--- config.mk ---
export PLATFORM = sky130hd
export DESIGN_NAME = accum_adder_fifo_flat
export DESIGN_NICKNAME = d
export VERILOG_FILES = /design/src/rtl/accum_adder_fifo_if.sv /design/src/rtl/accum_adder_fifo.sv /design/src/flat_wrapper.sv
export SDC_FILE = /design/constraint.sdc
export NUM_CORES = 1
export LEC_CHECK = 0
export CAP_MARGIN = 20
export CORE_MARGIN = 2
export CORE_UTILIZATION = 30
export CTS_BUF_LIST = sky130_fd_sc_hd__clkbuf_4
export DETAILED_ROUTE_END_ITERATION = 8
export PLACE_DENSITY = 0.56
export SYNTH_ARGS = -nofsm -noshare
export SYNTH_HDL_FRONTEND = slang
export SYNTH_SLANG_ARGS = --single-unit
--- constraint.sdc ---
create_clock -name clk -period 3 [get_ports clk]
set_input_delay 0.45 -clock clk [delete_from_list [all_inputs] [get_ports clk]]
set_output_delay 0.45 -clock clk [all_outputs]
set_load 0.05 [all_outputs]
--- src/rtl/accum_adder_fifo_if.sv ---
// Handshake bundle for accum_adder_fifo: operand input channel, result
// output channel and the occupancy / accumulator status outputs.
interface accum_adder_fifo_if #(
    parameter int WIDTH     = 8,
    parameter int ACC_WIDTH = 16,
    parameter int DEPTH     = 4
);
    logic                     in_valid;
    logic                     in_ready;
    logic [WIDTH-1:0]         a;
    logic [WIDTH-1:0]         b;
    logic [1:0]               mode;
    logic                     out_valid;
    logic                     out_ready;
    logic [ACC_WIDTH-1:0]     result;
    logic                     ovf;
    logic [$clog2(DEPTH):0]   count;
    logic [ACC_WIDTH-1:0]     acc;

    // Producer of operands and consumer of results.
    modport master (
        output in_valid, a, b, mode, out_ready,
        input  in_ready, out_valid, result, ovf, count, acc
    );

    // The adder/FIFO block itself.
    modport slave (
        input  in_valid, a, b, mode, out_ready,
        output in_ready, out_valid, result, ovf, count, acc
    );
endinterface

--- src/rtl/accum_adder_fifo.sv ---
// Operand adder with wrap / saturate / accumulate / clear modes feeding a
// DEPTH-entry circular result FIFO. Results are computed at the accepting
// edge and stored; the FIFO head is read straight from storage.
module accum_adder_fifo #(
    parameter int WIDTH     = 8,
    parameter int ACC_WIDTH = 16,
    parameter int DEPTH     = 4
) (
    input  logic              clk,
    input  logic              rst_n,
    accum_adder_fifo_if.slave bus
);
    localparam int PTR_W = $clog2(DEPTH);
    localparam int CNT_W = PTR_W + 1;

    logic [ACC_WIDTH-1:0] acc_r;
    logic [ACC_WIDTH-1:0] mem_result_r [DEPTH];
    logic                 mem_ovf_r    [DEPTH];
    logic [PTR_W-1:0]     wr_ptr_r;
    logic [PTR_W-1:0]     rd_ptr_r;
    logic [CNT_W-1:0]     count_r;

    logic                 in_ready_s;
    logic                 out_valid_s;
    logic                 push_s;
    logic                 pop_s;
    logic [WIDTH:0]       sum_s;
    logic [ACC_WIDTH:0]   acc_sum_s;
    logic [ACC_WIDTH-1:0] new_result_s;
    logic [ACC_WIDTH-1:0] acc_next_s;
    logic                 new_ovf_s;

    // Full blocks the input regardless of a same-cycle pop.
    assign in_ready_s  = (count_r != CNT_W'(DEPTH));
    assign out_valid_s = (count_r != {CNT_W{1'b0}});
    assign push_s      = bus.in_valid & in_ready_s;
    assign pop_s       = out_valid_s & bus.out_ready;

    assign sum_s     = {1'b0, bus.a} + {1'b0, bus.b};
    assign acc_sum_s = {1'b0, acc_r} + (ACC_WIDTH+1)'(sum_s);

    // Result, overflow flag and next accumulator for the current operands.
    always_comb begin
        new_result_s = ACC_WIDTH'(sum_s);
        new_ovf_s    = sum_s[WIDTH];
        acc_next_s   = acc_r;
        case (bus.mode)
            2'b00: begin
                new_result_s = ACC_WIDTH'(sum_s);
                new_ovf_s    = sum_s[WIDTH];
            end
            2'b01: begin
                if (sum_s[WIDTH]) begin
                    new_result_s = ACC_WIDTH'({WIDTH{1'b1}});
                end else begin
                    new_result_s = ACC_WIDTH'(sum_s);
                end
                new_ovf_s = sum_s[WIDTH];
            end
            2'b10: begin
                acc_next_s   = acc_sum_s[ACC_WIDTH-1:0];
                new_result_s = acc_sum_s[ACC_WIDTH-1:0];
                new_ovf_s    = acc_sum_s[ACC_WIDTH];
            end
            2'b11: begin
                acc_next_s   = {ACC_WIDTH{1'b0}};
                new_result_s = {ACC_WIDTH{1'b0}};
                new_ovf_s    = 1'b0;
            end
            default: begin
                new_result_s = ACC_WIDTH'(sum_s);
                new_ovf_s    = sum_s[WIDTH];
            end
        endcase
    end

    // Pointers, occupancy and accumulator; reset discards buffered entries.
    always_ff @(posedge clk) begin
        if (!rst_n) begin
            acc_r    <= {ACC_WIDTH{1'b0}};
            wr_ptr_r <= {PTR_W{1'b0}};
            rd_ptr_r <= {PTR_W{1'b0}};
            count_r  <= {CNT_W{1'b0}};
        end else begin
            if (push_s) begin
                wr_ptr_r <= wr_ptr_r + PTR_W'(1);
                acc_r    <= acc_next_s;
            end
            if (pop_s) begin
                rd_ptr_r <= rd_ptr_r + PTR_W'(1);
            end
            case ({push_s, pop_s})
                2'b10:   count_r <= count_r + CNT_W'(1);
                2'b01:   count_r <= count_r - CNT_W'(1);
                default: count_r <= count_r;
            endcase
        end
    end

    // Entry storage; contents are don't-care until written, so no reset.
    always_ff @(posedge clk) begin
        if (rst_n && push_s) begin
            mem_result_r[wr_ptr_r] <= new_result_s;
            mem_ovf_r[wr_ptr_r]    <= new_ovf_s;
        end
    end

    // Head is forced to zero while empty so reset leaves result/ovf at 0.
    assign bus.in_ready  = in_ready_s;
    assign bus.out_valid = out_valid_s;
    assign bus.result    = out_valid_s ? mem_result_r[rd_ptr_r] : {ACC_WIDTH{1'b0}};
    assign bus.ovf       = out_valid_s & mem_ovf_r[rd_ptr_r];
    assign bus.count     = count_r;
    assign bus.acc       = acc_r;

endmodule

--- src/flat_wrapper.sv ---
// flat-port wrapper written by rule: the top's interface ports become plain ports
module accum_adder_fifo_flat 
#(
    parameter int WIDTH     = 8,
    parameter int ACC_WIDTH = 16,
    parameter int DEPTH     = 4
)
  (clk, rst_n, bus_in_valid, bus_a, bus_b, bus_mode, bus_out_ready, bus_in_ready, bus_out_valid, bus_result, bus_ovf, bus_count, bus_acc);
  accum_adder_fifo_if #(.WIDTH(WIDTH), .ACC_WIDTH(ACC_WIDTH), .DEPTH(DEPTH)) bus_i ();
  input  logic clk;
  input  logic rst_n;
  input wire logic [$bits(bus_i.in_valid)-1:0] bus_in_valid;
  input wire logic [$bits(bus_i.a)-1:0] bus_a;
  input wire logic [$bits(bus_i.b)-1:0] bus_b;
  input wire logic [$bits(bus_i.mode)-1:0] bus_mode;
  input wire logic [$bits(bus_i.out_ready)-1:0] bus_out_ready;
  output wire logic [$bits(bus_i.in_ready)-1:0] bus_in_ready;
  output wire logic [$bits(bus_i.out_valid)-1:0] bus_out_valid;
  output wire logic [$bits(bus_i.result)-1:0] bus_result;
  output wire logic [$bits(bus_i.ovf)-1:0] bus_ovf;
  output wire logic [$bits(bus_i.count)-1:0] bus_count;
  output wire logic [$bits(bus_i.acc)-1:0] bus_acc;
  assign bus_i.in_valid = bus_in_valid;
  assign bus_i.a = bus_a;
  assign bus_i.b = bus_b;
  assign bus_i.mode = bus_mode;
  assign bus_i.out_ready = bus_out_ready;
  assign bus_in_ready = bus_i.in_ready;
  assign bus_out_valid = bus_i.out_valid;
  assign bus_result = bus_i.result;
  assign bus_ovf = bus_i.ovf;
  assign bus_count = bus_i.count;
  assign bus_acc = bus_i.acc;
  accum_adder_fifo #(.WIDTH(WIDTH), .ACC_WIDTH(ACC_WIDTH), .DEPTH(DEPTH)) u_core (.clk(clk), .rst_n(rst_n), .bus(bus_i));
endmodule
After elaboration in Yosys (flattened, before gate mapping)

Memory sizes are Yosys's and may differ from the RTL's. A register that Yosys moved wholly into a read port is not among the register bits.
Index checks and enable logic that the tools add are counted.

Logic and storage cells: 40
Memory bits (writable): 68
Input port bits: 22
Memories kept: 2
Output and inout port bits: 38
Flip-flop bits (word level): 23

Memories:

| memory              | depth | bits a word | read ports | clocked after memory_dff | write ports | RTL line               | text |
|---|---|---|---|---|---|---|---|
| u_core.mem_result_r | 4     | 16          | 1          | 1                        | 1           | accum_adder_fifo.sv:17 | `logic [ACC_WIDTH-1:0] mem_result_r [DEPTH];` |
| u_core.mem_ovf_r    | 4     | 1           | 1          | 1                        | 1           | accum_adder_fifo.sv:18 | `logic mem_ovf_r [DEPTH];` |

Reductions and logical operators: 7
Add/subtract/negate cells: 6
Equal/unequal tests: 6
Bitwise gates (word level): 3
Mux-type cells: 12

Operators with widths:

| operator                                            | number |
|---|---|
| case mux 16 bit (4 select lines)                    | 1 |
| case mux 16 bit (2 select lines)                    | 1 |
| adder 16 x 9 -> 17 bit                              | 1 |
| 2-to-1 mux 16 bit                                   | 1 |
| adder 8 x 8 -> 9 bit                                | 1 |
| 2-to-1 mux 2 bit                                    | 4 |
| 2-to-1 mux 8 bit                                    | 1 |
| equality test 2 bit, second input constant          | 3 |
| case mux 3 bit (2 select lines)                     | 1 |
| adder 2 x 1 -> 2 bit, second input constant         | 2 |
| equality test 2 x 1 -> 1 bit, second input constant | 2 |
| nonzero test 2 bit                                  | 2 |
| adder 3 x 1 -> 3 bit, second input constant         | 1 |
| bitwise AND 1 bit                                   | 3 |
| != test 3 bit, second input constant                | 1 |
| case mux 1 bit (3 select lines)                     | 1 |
| nonzero test 3 bit                                  | 1 |
| subtractor 3 x 1 -> 3 bit, second input constant    | 1 |
| logical NOT 2 bit                                   | 1 |
| 2-to-1 mux 1 bit                                    | 2 |
| AND reduction 2 bit                                 | 1 |
| OR reduction 2 bit                                  | 1 |
| logical AND 1 bit                                   | 1 |

Logic depth before layout (Yosys ltp)

Gate-level depths: netlist of run 1.

Depth after elaboration: 5
Depth in mapped cells: 13
Mapped depth without buffers: 13

Worst setup path before layout of run 1

No wires, ideal clock.

Path type: input-to-reg
From: input bus_b[0]
To: memory u_core.mem_result_r[0][11] (data pin)
Data arrival time: 3.048 ns
Path slack: -0.318 ns
Setup time: 0.271 ns
Stages on the path: 13
Buffers on the path: 0
Required time: 2.729 ns
Path through: ha_1 -> fa_1 -> a211oi_1 -> o21bai_1 -> a21oi_1 -> xnor2_1 -> ha_1 -> nand2_1 -> nor4_4 -> o211ai_2 -> a21oi_1 -> xnor2_1 -> nor2_1

Cells in the longest elaborated chain, start to end: 3

RTL lines:

| what                             | RTL line               | text |
|---|---|---|
| start: declaration               | flat_wrapper.sv:14     | `input wire logic [$bits(bus_i.b)-1:0] bus_b;` |
| adder 8 x 8 -> 9 bit             | accum_adder_fifo.sv:39 | `assign sum_s = {1'b0, bus.a} + {1'b0, bus.b};` |
| adder 16 x 9 -> 17 bit           | accum_adder_fifo.sv:40 | `assign acc_sum_s = {1'b0, acc_r} + (ACC_WIDTH+1)'(sum_s);` |
| case mux 16 bit (4 select lines) | accum_adder_fifo.sv:47 | `case (bus.mode)` |
| via u_core.new_result_s[11]      | accum_adder_fifo.sv:29 | `logic [ACC_WIDTH-1:0] new_result_s;` |
| end: declaration                 | accum_adder_fifo.sv:17 |  |

The timed path passes the listed nets, and every way through them passes these cells.

Final worst setup path of run 1

From: input bus_b[3]
To: memory u_core.mem_result_r[0][9] (data pin)

Same word-level chain as after synthesis.

==> flow_metrics.py, run 1 <==
metrics = {
    "status": {
        "status": "complete, no violations",
    },
    "setup_path": {
        "cp.arrival_ns": 3.18,
        "r2r_slack_ns": 0.52,
        "cp.required_ns": 3.20,
        "crit_fanout": 5,
        "reg2reg_from": "u_core.bus.count[0]$_SDFFE_PN0P_",
        "worst_setup_path_start_kind": "input pin",
        "r2r_cells": 9,
        "end_kind": "flip-flop",
        "r2r-end": "u_core.bus.count[2]$_SDFFE_PN0P_",
        "criticalPathCategory": "in -> reg",
    },
    "cts": {
        "cts.sinks": 93,
        "h-tree-depth": 3,
        "path_clk_slew_ns": 0.14,
        "clk_latency_ns": 0.43,
        "cts_hold_buf": 0,
        "clk_path_buf_depth": 2,
        "cts-buffers-inserted": 9,
        "cts_tree": "yes",
        "clockRootBuffer": "clkbuf_4",
    },
    "logic_synthesis": {
        "async_flop_share": 0,
        "synth.largest_area_cell": "edfxtp_1",
        "syn_nets": 415,
        "ys_warn_count": 0,
        "yosys-top-cells-count": "edfxtp_1 (68), dfxtp_1 (25), a21oi_1 (24), and2_1 (24)",
        "syn_area_per_cell_sq_um": 12.7,
        "synth_seq_area_share": 0.544,
        "yosys_most_used_dff": "edfxtp_1",
        "synth_top_area_share": 0.437,
        "netlist_area_sq_um": 4680,
        "synth_edf_count": 68,
        "post-synth-top-count-cell": "edfxtp_1",
        "synth_area_leaders": "edfxtp_1 (44%), dfxtp_1 (11%), mux4_2 (8.2%), ha_1 (6.2%), and2_1 (3.2%)",
        "ys_seq_elements": 93,
        "ys_types": 50,
        "syn_inst": 367,
    },
    "min_path": {
        "hold_depth": 2,
        "min_to": "u_core.bus.acc[7]$_SDFFE_PN0P_",
        "min_path_type": "reg -> reg",
        "worstHoldStart": "u_core.bus.acc[7]$_SDFFE_PN0P_",
    },
    "cells_and_area": {
        "multi_input_area_sq_um": 2200,
        "final_util": 0.412,
        "drive_above_1_share": 0.316,
        "nets": 544,
        "final-seq-area_sq_um": 2540,
        "final_area_sq_um": 6270,
        "final.fill_count": 1443,
        "area_growth_pct": 34.1,
    },
    "global_route": {
        "grtUsageTotal": 0.134,
        "grt_pass1_vias": 3237,
        "grt_max_degree": 19,
        "antenna_found_initial": 1,
        "grt_pass1_wl_um": 17000,
        "overflow": 0,
    },
    "sta": {
        "slew_violations": 0,
        "layout_min_cycle_time_ns": 2.98,
        "setup_viol": 0,
        "slew_headroom": 0.570,
        "fin_skew_ns": 0.00967,
        "worst_pin_slew_ns": 0.643,
        "hold_viol_final": 0,
        "period_share": 0.992,
        "fmaxAchievable_ghz": 0.336,
        "rsz0062_at_grt": "true",
    },
    "detailed_routing": {
        "drt_iter0_markers": 220,
        "wire_per_inst_um": 15.3,
        "detail-route-antenna-nets": 0,
        "drcViolationCount": 0,
        "drtPass1Iterations": 4,
        "vias": 3272,
        "wl_um": 10500,
        "drt-vias-per-instance": 4.75,
    },
    "power": {
        "cellInternalPower_mw": 2.60,
        "switching_share": 0.399,
        "combPwrFrac": 0.490,
        "pwr-share-clk": 0.153,
        "peakVddDrop_uv": 190,
        "seqPwrFrac": 0.357,
        "leakage_nw": 2.32,
        "power.density_nw_per_um2": 689,
        "switchingPower_mw": 1.72,
    },
    "placement": {
        "portBuffers": 59,
        "hpwlAfterDp_um": 7540,
        "placed_area_sq_um": 5880,
        "gp_congestion": 0.805,
    },
    "die": {
        "design.portCount": 60,
        "die_y_um": 129,
        "dieArea_sq_um": 16600,
        "core_sq_um": 15200,
        "start_util": 0.308,
        "core.rowCount": 45,
        "die_w_um": 129,
    },
    "flow_run": {
        "maxCapViolCount": 0,
    },
}
==> final cells by class <==
class	count	area share
Timing Repair Buffer	131	0.175
Clock inverter	6	0.0102
Sequential cell	93	0.406
Antenna cell	1	0.000399
Clock buffer	9	0.0108
Tap cell	188	0.0375
Inverter	15	0.00898
Multi-Input combinational cell	246	0.352
==> sequential cells by signal, indices dropped and copies added (netlist names), named ones only <==
register and flops:
u_core.bus.acc 16, u_core.bus.count 3, u_core.mem_ovf_r 4, u_core.mem_result_r 64
u_core.rd_ptr_r 2, u_core.wr_ptr_r 2
==> what timing repair did <==
action,CTS,global route
setup endpoints to repair,56,52
cloned,0,0
buffers inserted,10,3
pin swaps,14,19
resized for setup,19,28
==> logic make-up (layout without fill, tap and decap cells) <==
logic type      after synthesis  in the layout  share of synthesized area
compound gates               81             81                      0.111
xor+xnor                     25             25                     0.0468
fa+ha+maj                    26             26                     0.0744
buf+inv                      28            161                     0.0257
flops                        93             93                      0.544
mux                          18             18                     0.0840
other cells                   0              1                          0
simple gates                 96             96                      0.114
==> layout by cell type (no fill, tap or decap), drive strengths merged, types with 8 or more instances in the layout <==
cell type,count
a21oi,24
a22o,8
and2,25
buf,91
clkbuf,9
clkdlybuf4s50,36
dfxtp,25
edfxtp,68
ha,23
inv,16
mux4,17
nand2,17
nor2,23
o21ai,22
xnor2,17
xor2,8
==> worst max-delay path, stage by stage <==
cell,delay (ns)
clkdlybuf4s50_1,0.45
ha_4,0.30
nand2_1,0.05
o21ai_1,0.17
a21oi_1,0.11
xnor2_1,0.30
ha_1,0.31
nand2_2,0.10
buf_4,0.12
o21ai_2,0.07
o211ai_4,0.29
and2_4,0.25
xnor2_4,0.13
nor2_4,0.07
==> routing by layer <==
metal / global-route usage / vias up / part of all wire
li1: - / 1636 / -
met5: 0 / - / 0
met4: 0.0435 / 0 / 0.014
met3: 0.0283 / 11 / 0.040
met2: 0.223 / 61 / 0.48
met1: 0.174 / 1564 / 0.47
==> power by group through the flow <==
stage | Combinational [mW] | Clock, mW | Sequential (mW)
6_report | 2.12 | 0.661 | 1.55
5_1_grt | 2.28 | 0.739 | 1.56
4_1_cts | 2.12 | 0.689 | 1.55
3_5_place_dp | 2.07 | 0 | 1.58
3_3_place_gp | 2.06 | 0 | 1.57
2_1_floorplan | 1.30 | 0 | 1.65
==> through the flow <==
step                hold WS (ns)  instances  setup slack, ns  power, mW  TNS (ns)
floorplan                  0.526        367           -0.111       2.95     -2.37
global placement           0.502        660           -0.790       3.63    -41.63
CTS                        0.515        685          0.00412       4.36         0
finish                     0.509        689           0.0241       4.32         0
global route               0.501        689          -0.0776       4.58    -0.904
detailed placement         0.497        660           -0.836       3.64    -44.66
==> worst max-delay path by stage <==
stage | startpoint | end
floorplan | bus_b[0] | u_core.mem_result_r[0][11]$_DFFE_PP_
CTS | bus_b[2] | u_core.mem_result_r[1][10]$_DFFE_PP_
detailed placement | bus_b[0] | u_core.mem_result_r[0][9]$_DFFE_PP_
global route | bus_b[3] | u_core.mem_result_r[0][9]$_DFFE_PP_
global placement | bus_b[0] | u_core.mem_result_r[0][9]$_DFFE_PP_
finish | bus_b[3] | u_core.mem_result_r[0][9]$_DFFE_PP_
Note: power is estimated with default switching activity, not from simulation.
==> run 2, diff against run 1 <==
- SLEW_MARGIN: unset -> 30
==> results of run 2 <==
The final DEF is identical to that of run 1; final timing and power are the same.
